### config.mk
export PLATFORM = sky130hd
export DESIGN_NAME = line_pixel_writer
export DESIGN_NICKNAME = d
export VERILOG_FILES = /design/src/rtl/line_pixel_writer.sv
export SDC_FILE = /design/constraint.sdc
export NUM_CORES = 1
export LEC_CHECK = 0
export ABC_AREA = 1
export CORE_UTILIZATION = 64
export DETAILED_ROUTE_END_ITERATION = 6
export GPL_TIMING_DRIVEN = 0
export PLACE_DENSITY = 0.86
export SLEW_MARGIN = 25
export SYNTH_ARGS = -nofsm -noshare
export SYNTH_HDL_FRONTEND = slang
export SYNTH_SLANG_ARGS = --single-unit
export TNS_END_PERCENT = 10
### constraint.sdc
create_clock -name clk -period 5.6 [get_ports clk]
set_clock_uncertainty 0.15 [all_clocks]
set_input_delay 1.12 -clock clk [delete_from_list [all_inputs] [get_ports clk]]
set_output_delay 1.12 -clock clk [all_outputs]
set_load 0.02 [all_outputs]
### src/rtl/line_pixel_writer.sv
// line_pixel_writer: clips line-generator pixels, maps them to framebuffer addresses and
// writes them through a small FIFO with a req/ack port. Optional build macro: LINE_WRITER_DEDUP_EN.
module line_pixel_writer #(
  parameter int H_RES      = 800,
  parameter int V_RES      = 480,
  parameter int FIFO_DEPTH = 8,
  parameter int ADDR_W     = 19,
  parameter int COLOR_W    = 24
) (
  input  logic               clk,
  input  logic               reset,
  input  logic [10:0]        Xline,
  input  logic [9:0]         Yline,
  input  logic [COLOR_W-1:0] color_in,
  input  logic               pix_valid,
  input  logic               start_mark,
  input  logic               done_mark,
  output logic               pix_ready,
  output logic [ADDR_W-1:0]  mem_addr,
  output logic [COLOR_W-1:0] mem_data,
  output logic               mem_wr,
  input  logic               mem_ack,
  output logic               busy,
  output logic               line_done,
  output logic [15:0]        pix_count,
  output logic [7:0]         clip_count
);
  localparam int PTR_W = $clog2(FIFO_DEPTH);
  // One slot stays free for the pixel already sitting in stage 1.
  localparam logic [PTR_W:0] FULL_LVL = (PTR_W+1)'(FIFO_DEPTH - 1);
  localparam logic [10:0]    X_LIM    = 11'(H_RES);
  localparam logic [9:0]     Y_LIM    = 10'(V_RES);

  localparam logic [1:0] S_IDLE    = 2'd0;
  localparam logic [1:0] S_COLLECT = 2'd1;
  localparam logic [1:0] S_DRAIN   = 2'd2;
  localparam logic [1:0] S_DONE    = 2'd3;

  function automatic logic [15:0] sat_inc16(input logic [15:0] v);
    return (v == 16'hFFFF) ? v : v + 16'd1;
  endfunction

  function automatic logic [7:0] sat_inc8(input logic [7:0] v);
    return (v == 8'hFF) ? v : v + 8'd1;
  endfunction

  function automatic logic [ADDR_W-1:0] pix_addr(input logic [10:0] x, input logic [9:0] y);
    return ADDR_W'(y) * ADDR_W'(H_RES) + ADDR_W'(x);
  endfunction

  logic [1:0]         state;
  logic               line_gen;
  logic [PTR_W:0]     level;
  logic [PTR_W-1:0]   wr_ptr, rd_ptr;
  logic [ADDR_W-1:0]  addr_mem [FIFO_DEPTH];
  logic [COLOR_W-1:0] data_mem [FIFO_DEPTH];
  logic               gen_mem  [FIFO_DEPTH];

  logic               vld_p1, inr_p1, gen_p1;
  logic [10:0]        x_p1;
  logic [9:0]         y_p1;
  logic [COLOR_W-1:0] color_p1;

  logic fifo_empty, fifo_full, beat, accept, start_acc, gen_in;
  logic push, pop, clipped, dedup_hit;
  logic [ADDR_W-1:0] push_addr;

  assign fifo_empty = (level == '0);
  assign fifo_full  = (level >= FULL_LVL);
  assign pix_ready  = reset && !fifo_full && ((state == S_IDLE) || (state == S_COLLECT));
  assign beat       = pix_valid && pix_ready;
  assign start_acc  = beat && start_mark;
  assign accept     = beat && (start_mark || (state == S_COLLECT));
  // Each line carries a tag bit so entries left from a restarted line are not counted.
  assign gen_in     = start_acc ? !line_gen : line_gen;

  assign push_addr  = pix_addr(x_p1, y_p1);
  assign clipped    = vld_p1 && !inr_p1;

`ifdef LINE_WRITER_DEDUP_EN
  logic              last_vld;
  logic [ADDR_W-1:0] last_addr;
  assign dedup_hit = last_vld && (last_addr == push_addr);

  always_ff @(posedge clk or negedge reset) begin
    if (!reset) begin
      last_vld  <= 1'b0;
      last_addr <= '0;
    end else if (start_acc) begin
      last_vld  <= 1'b0;
    end else if (push) begin
      last_vld  <= 1'b1;
      last_addr <= push_addr;
    end
  end
`else
  assign dedup_hit = 1'b0;
`endif

  assign push      = vld_p1 && inr_p1 && !dedup_hit;
  assign mem_wr    = !fifo_empty;
  assign pop       = mem_wr && mem_ack;
  assign mem_addr  = mem_wr ? addr_mem[rd_ptr] : '0;
  assign mem_data  = mem_wr ? data_mem[rd_ptr] : '0;
  assign busy      = (state != S_IDLE);
  assign line_done = (state == S_DONE);

  // ---- stage 1: register coordinate, colour and on-screen flag ----
  always_ff @(posedge clk) begin
    if (accept) begin
      x_p1     <= Xline;
      y_p1     <= Yline;
      color_p1 <= color_in;
      inr_p1   <= (Xline < X_LIM) && (Yline < Y_LIM);
      gen_p1   <= gen_in;
    end
  end

  // ---- stage 2: address computed combinationally, pushed into the FIFO ----
  always_ff @(posedge clk) begin
    if (push) begin
      addr_mem[wr_ptr] <= push_addr;
      data_mem[wr_ptr] <= color_p1;
      gen_mem[wr_ptr]  <= gen_p1;
    end
  end

  always_ff @(posedge clk or negedge reset) begin
    if (!reset) begin
      level  <= '0;
      wr_ptr <= '0;
      rd_ptr <= '0;
    end else begin
      if (push) wr_ptr <= wr_ptr + 1'b1;
      if (pop)  rd_ptr <= rd_ptr + 1'b1;
      case ({push, pop})
        2'b10:   level <= level + 1'b1;
        2'b01:   level <= level - 1'b1;
        default: level <= level;
      endcase
    end
  end

  always_ff @(posedge clk or negedge reset) begin
    if (!reset) begin
      state      <= S_IDLE;
      line_gen   <= 1'b0;
      vld_p1     <= 1'b0;
      pix_count  <= '0;
      clip_count <= '0;
    end else begin
      vld_p1 <= accept;
      if (start_acc) line_gen <= !line_gen;

      if (start_acc)
        pix_count <= '0;
      else if (pop && (gen_mem[rd_ptr] == line_gen))
        pix_count <= sat_inc16(pix_count);

      if (start_acc)
        clip_count <= '0;
      else if (clipped && (gen_p1 == line_gen))
        clip_count <= sat_inc8(clip_count);

      case (state)
        S_IDLE:    if (start_acc) state <= done_mark ? S_DRAIN : S_COLLECT;
        S_COLLECT: if (beat && done_mark) state <= S_DRAIN;
        S_DRAIN:   if (!vld_p1 && fifo_empty) state <= S_DONE;
        default:   state <= S_IDLE;
      endcase
    end
  end
endmodule
; After elaboration in Yosys (flattened, before gate mapping)
; Memories as Yosys holds them, arrays and structs flattened.
; Cells that the tools add are included.
[totals]
register_bits = 85
latchBits = 0
ramBits = 352
mem_bits_ro = 0
inputBits = 51
output_inout_bits = 71
wordCells = 87
mem_count = 3
[classes]
addsub = 7
n_mul = 1
div = 0
n_lt_le_gt_ge = 3
eq_ne = 14
shift = 0
mux = 17
bitwise_logic = 0
n_reduce_logical = 29
[mem_list]
columns = memory, words, word_bits, rd, rd_clocked_by_memory_dff, wr, line
row1 = data_mem, 8, 24, 1, 0, 1, 56  ; logic [COLOR_W-1:0] data_mem [FIFO_DEPTH];
row2 = addr_mem, 8, 19, 1, 0, 1, 55  ; logic [ADDR_W-1:0] addr_mem [FIFO_DEPTH];
row3 = gen_mem, 8, 1, 1, 0, 1, 57  ; logic gen_mem [FIFO_DEPTH];
[op_table]
columns = operator, count
row1 = $mux W16, 3
row2 = $mux W24, 1
row3 = $mux W8, 3
row4 = $add A19 B11 Y19, 1
row5 = $mux W19, 1
row6 = $add A16 B1 Y16 const B, 1
row7 = $eq A16 B16 Y1 const B, 1
row8 = $mul A10 B5 Y14 const B, 1
row9 = $logic_and A1 B1 Y1, 13
row10 = $lt A11 B10 Y1 const B, 1
row11 = $lt A10 B9 Y1 const B, 1
row12 = $add A8 B1 Y8 const B, 1
row13 = $eq A8 B8 Y1 const B, 1
row14 = $mux W2, 4
row15 = $ne A2 B2 Y1 const B, 4
row16 = $pmux W4 S2, 1
row17 = $reduce_bool A2 Y1, 4
row18 = $add A3 B1 Y3 const B, 2
row19 = $eq A2 B2 Y1 const B, 3
row20 = $pmux W2 S3, 1
row21 = $logic_not A1 Y1, 5
row22 = $add A4 B1 Y4 const B, 1
row23 = $eq A2 B1 Y1 const B, 2
row24 = $ge A4 B3 Y1 const B, 1
row25 = 9 further kinds, 14

; Depth between registers and ports, before layout
[depth]
depth_word = 8
ltp_mapped = 17
ltp_nobuf = 17

; Least setup slack after synthesis
; No wires, ideal clock.
[synth_path]
kind = input -> register
start = in reset
end = reg color_p1[0], enable pin
setup_time_ns = 0.453
t_arrival_ns = 3.721
required_ns = 4.997
path_slack_ns = 1.276
stages = 4
path_buffers = 0
cell_sequence = nand2_1 > nor3b_2 > nand2_1 > nor2_1
[synth_between]
elab_chain_cells = 4
[synth_rtl]
columns = element, line
row1 = "start, declared", 11  ; input logic reset,
row2 = $logic_and A1 B1 Y1 (2 in series), 70  ; assign pix_ready = reset && !fifo_full && ((state == S_IDLE) || (state == S_COLLECT));
row3 = via pix_ready, 18  ; output logic pix_ready,
row4 = $logic_and A1 B1 Y1, 71  ; assign beat = pix_valid && pix_ready;
row5 = $logic_and A1 B1 Y1, 73  ; assign accept = beat && (start_mark || (state == S_COLLECT));
row6 = via accept, 64  ; logic fifo_empty, fifo_full, beat, accept, start_acc, gen_in;
row7 = "end signal, assigned", 113  ; color_p1 <= color_in;
row8 = "end, declared", 62  ; logic [COLOR_W-1:0] color_p1;
; The timed path passes the listed nets, and every way through them passes these cells.
; A chain may end at the register's enable or synchronous reset.

; Worst setup path in the final report
[layout_path]
start = reg rd_ptr[0]
end = out mem_addr[14]
[layout_between]
elab_chain_cells = 2
[layout_rtl]
columns = element, line
row1 = "start, declared", 54  ; logic [PTR_W-1:0] wr_ptr, rd_ptr;
row2 = "start signal, assigned", 135  ; if (pop) rd_ptr <= rd_ptr + 1'b1;
row3 = $mem_v2 Z8 W19, -
row4 = $mux W19, 103  ; assign mem_addr = mem_wr ? addr_mem[rd_ptr] : '0;
row5 = "end, declared", 19  ; output logic [ADDR_W-1:0] mem_addr,
; Every way passes these cells.

==> impl_metrics.toml <==
[clocking]
holdBufCountCts = 0
cts.clk_slew.worst_paths_ps = 60
cts_root_buffer = "clkbuf_16"
worstSkewPairLatency_ps = 550
cts-resized-gates = 0
ctsLongestPathBuffers = 3
clock_sinks = 437
numCtsBuffers = 44
htreeDepth = 2
postCtsSetupRepairBufs = 0
cts_tree = "yes"

[floorplanning]
core.rowCount = 62
die_w_um = 173
core_region_area_um2 = 28800
die-area_um2 = 30000
io_pins = 122
die_y_um = 173
start_util = 0.651

[critical_path]
startpoint_type = "flip-flop"
cp.arrival_ps = 3650
crit_family = "buffers and inverters"
timing.rr.start = "y_p1[1]"
critPathCapture = "mem_addr[14]"
crit_fanout = 10
rrSetupSlack_ps = 1480
cp-end-kind = "output pin"
cp_common_cell = "nor2_1"
path_cells = "buf_6, buf_2, clkbuf_1, nor2_1, o22ai_1, nor2_1, nor2_1, clkdlybuf4s50_1"
r2r_end = "addr_mem[1][15]"
worstPathRequired_ps = 4330
path_depth = 8
cp.buffers_inverters = 4
critPathSlowestCell = "clkdlybuf4s50_1"
path_class = "reg -> out"
slowest_delay_ps = 680
critical_path.startpoint = "rd_ptr[0]"
r2r_cells = 13

[placement]
place_area_um2 = 21000
gp_congestion = 0.896
pre_cts_ws_ps = 1530
numPortBuffers = 121
place_hpwl_mm = 29.8

[timing]
rsz0062_at_grt = "false"
tightest_slew_ps = 750
fmax_mhz = 203
fin_crit_sh = 0.878
drv_slew = 0
hold_viol = 0
layout_setup_ws_ps = 683
holdWs_ps = 363
slew_headroom = 0.500
finalCriticalPeriod_ps = 4920
setup_viol = 0

[power_and_ir_drop]
pwr-share-comb = 0.402
cellPowerDensity_nw_per_um2 = 510
clock_power_share = 0.247
p_sw_mw = 4.36
seqPwrFrac = 0.351
intPower_mw = 7.04
vdd_drop_max_mv = 0.293
p_leak_nw = 8.14
finalPower_mw = 11.4
p_sw_frac = 0.382

[finish]
fill_cells = 1609
stdcell_area_um2 = 22300
layout_commonest_cell = "edfxtp_1"
syn2layout_area_growth_pct = 19.2
final_util = 0.776
fin_nets = 1889
num_antenna_cells = 0
mostFrequentLayoutCells = "edfxtp_1, nor2_1, o21ai_0"
drive_gt1_frac = 0.0716

[grt]
grt_pass1_vias = 13600
antenna_found_initial = 0
track_usage = 0.309
grt_overflow = 0
grt_max_degree = 24
grt_first_pass_wirelength_mm = 71.3

[logic_synthesis]
seq_area_frac_synth = 0.690
ys_warn_count = 0
synth-seq-cells = 437
syn_area_um2 = 18700
ys_dominant_reg_cell = "edfxtp_1"
synthCells = 1595
synthArstFlopShare = 0.0870
synth_edf_count = 399
syn_area_per_cell_um2 = 11.7
synth_nets = 1703
ys_types = 38

[routing]
wl_per_cell_um = 20.8
drc_errors = 0
drtIter0Drc = 1893
dr.pass1.iters = 6
drt-vias-per-instance = 6.15
ant_nets = 0
via_count = 13500
drt_wl_total_mm = 45.8

[min_path]
hp-class = "reg -> reg"

[flow_run]
maxCapViolations = 0

[outcome]
status = "finished, final reports clean"
state kept, by name, indices dropped and copies added (netlist names):
| name | cells |
|---|---|
| addr_mem | 152 |
| clip_count | 8 |
| color_p1 | 24 |
| data_mem | 192 |
| gen_mem | 8 |
| gen_p1 | 1 |
| inr_p1 | 1 |
| level | 4 |
| line_gen | 1 |
| pix_count | 16 |
| rd_ptr | 3 |
| state | 2 |
| vld_p1 | 1 |
| wr_ptr | 3 |
| x_p1 | 11 |
| y_p1 | 10 |
final cells by class:
class	instances	area, µm²	share of cell area
sequential	437	12900	0.579
multi-input combinational	989	5200	0.233
timing repair buffer	140	1680	0.0752
clock buffer	53	1170	0.0522
tap	384	480	0.0215
inverter	94	353	0.0158
buffer	75	325	0.0146
clock inverter	27	204	0.00913
synthesized netlist by cell type (2+ instances only):
| cell | instances | share of area |
|---|---|---|
| nor2_1 | 315 | 0.063 |
| nand2_1 | 164 | 0.033 |
| fa_1 | 7 | 0.0075 |
| nor2_2 | 2 | 0.00067 |
| edfxtp_1 | 399 | 0.64 |
| inv_2 | 2 | 0.00040 |
| nand3_2 | 2 | 0.0011 |
| buf_6 | 2 | 0.0012 |
| o21ai_0 | 206 | 0.055 |
| xor2_1 | 20 | 0.0093 |
| o22ai_1 | 86 | 0.029 |
| o21ai_1 | 27 | 0.0072 |
| xnor2_1 | 9 | 0.0042 |
| nor3_1 | 6 | 0.0016 |
| clkbuf_1 | 52 | 0.010 |
| nand3_1 | 54 | 0.014 |
| ha_1 | 50 | 0.033 |
| a21oi_1 | 13 | 0.0035 |
| dfrtp_1 | 38 | 0.051 |
| buf_2 | 19 | 0.0051 |
| nand4_1 | 9 | 0.0030 |
| or2_2 | 6 | 0.0020 |
| inv_1 | 91 | 0.018 |
| nand3b_1 | 2 | 0.00080 |
stage by stage:
step / instances / TNS [ps]
after floorplan: 1595 / 0
after global placement: 2100 / -89810
after detailed placement: 2119 / 0
after CTS: 2199 / 0
after global routing: 2199 / 0
final: 2199 / 0
per-layer routing:
| metal | share of wire | GRT usage | routed length, µm |
|---|---|---|---|
| met5 | 0 | 0 | 0 |
| met4 | 0.038 | 0.151 | 1750 |
| met3 | 0.10 | 0.0479 | 4580 |
| met2 | 0.50 | 0.531 | 22900 |
| met1 | 0.36 | 0.386 | 16600 |
worst min path at each step:
stage | from | end | slack, ps | cells after the start
2_1_floorplan | level[0] | level[0] | 320 | 1
3_3_place_gp | level[0] | level[0] | 330 | 1
3_5_place_dp | level[0] | level[0] | 350 | 1
4_1_cts | level[0] | level[0] | 360 | 1
5_1_grt | level[0] | level[0] | 380 | 1
6_report | level[0] | level[0] | 360 | 1
logic make-up (layout without fill, tap and decap cells):
group	after synthesis	count (layout)	share of synthesized area
AO/OA/AOI/OAI	338	338	0.0969
XOR/XNOR	29	29	0.0136
adder cells (fa/ha/maj)	57	57	0.0409
buffers and inverters	169	389	0.0362
flip-flops	437	437	0.690
AND/OR/NAND/NOR	565	565	0.122
power groups by stage:
stage	combinational [mW]	sequential (mW)	clock [mW]
2_1_floorplan	2.64	4.05	0
3_3_place_gp	4.20	4.06	0
3_5_place_dp	4.42	4.06	0
4_1_cts	4.50	4.00	2.82
5_1_grt	4.90	4.02	2.94
6_report	4.58	4.00	2.81
Note: power is estimated with default switching activity, not from simulation.
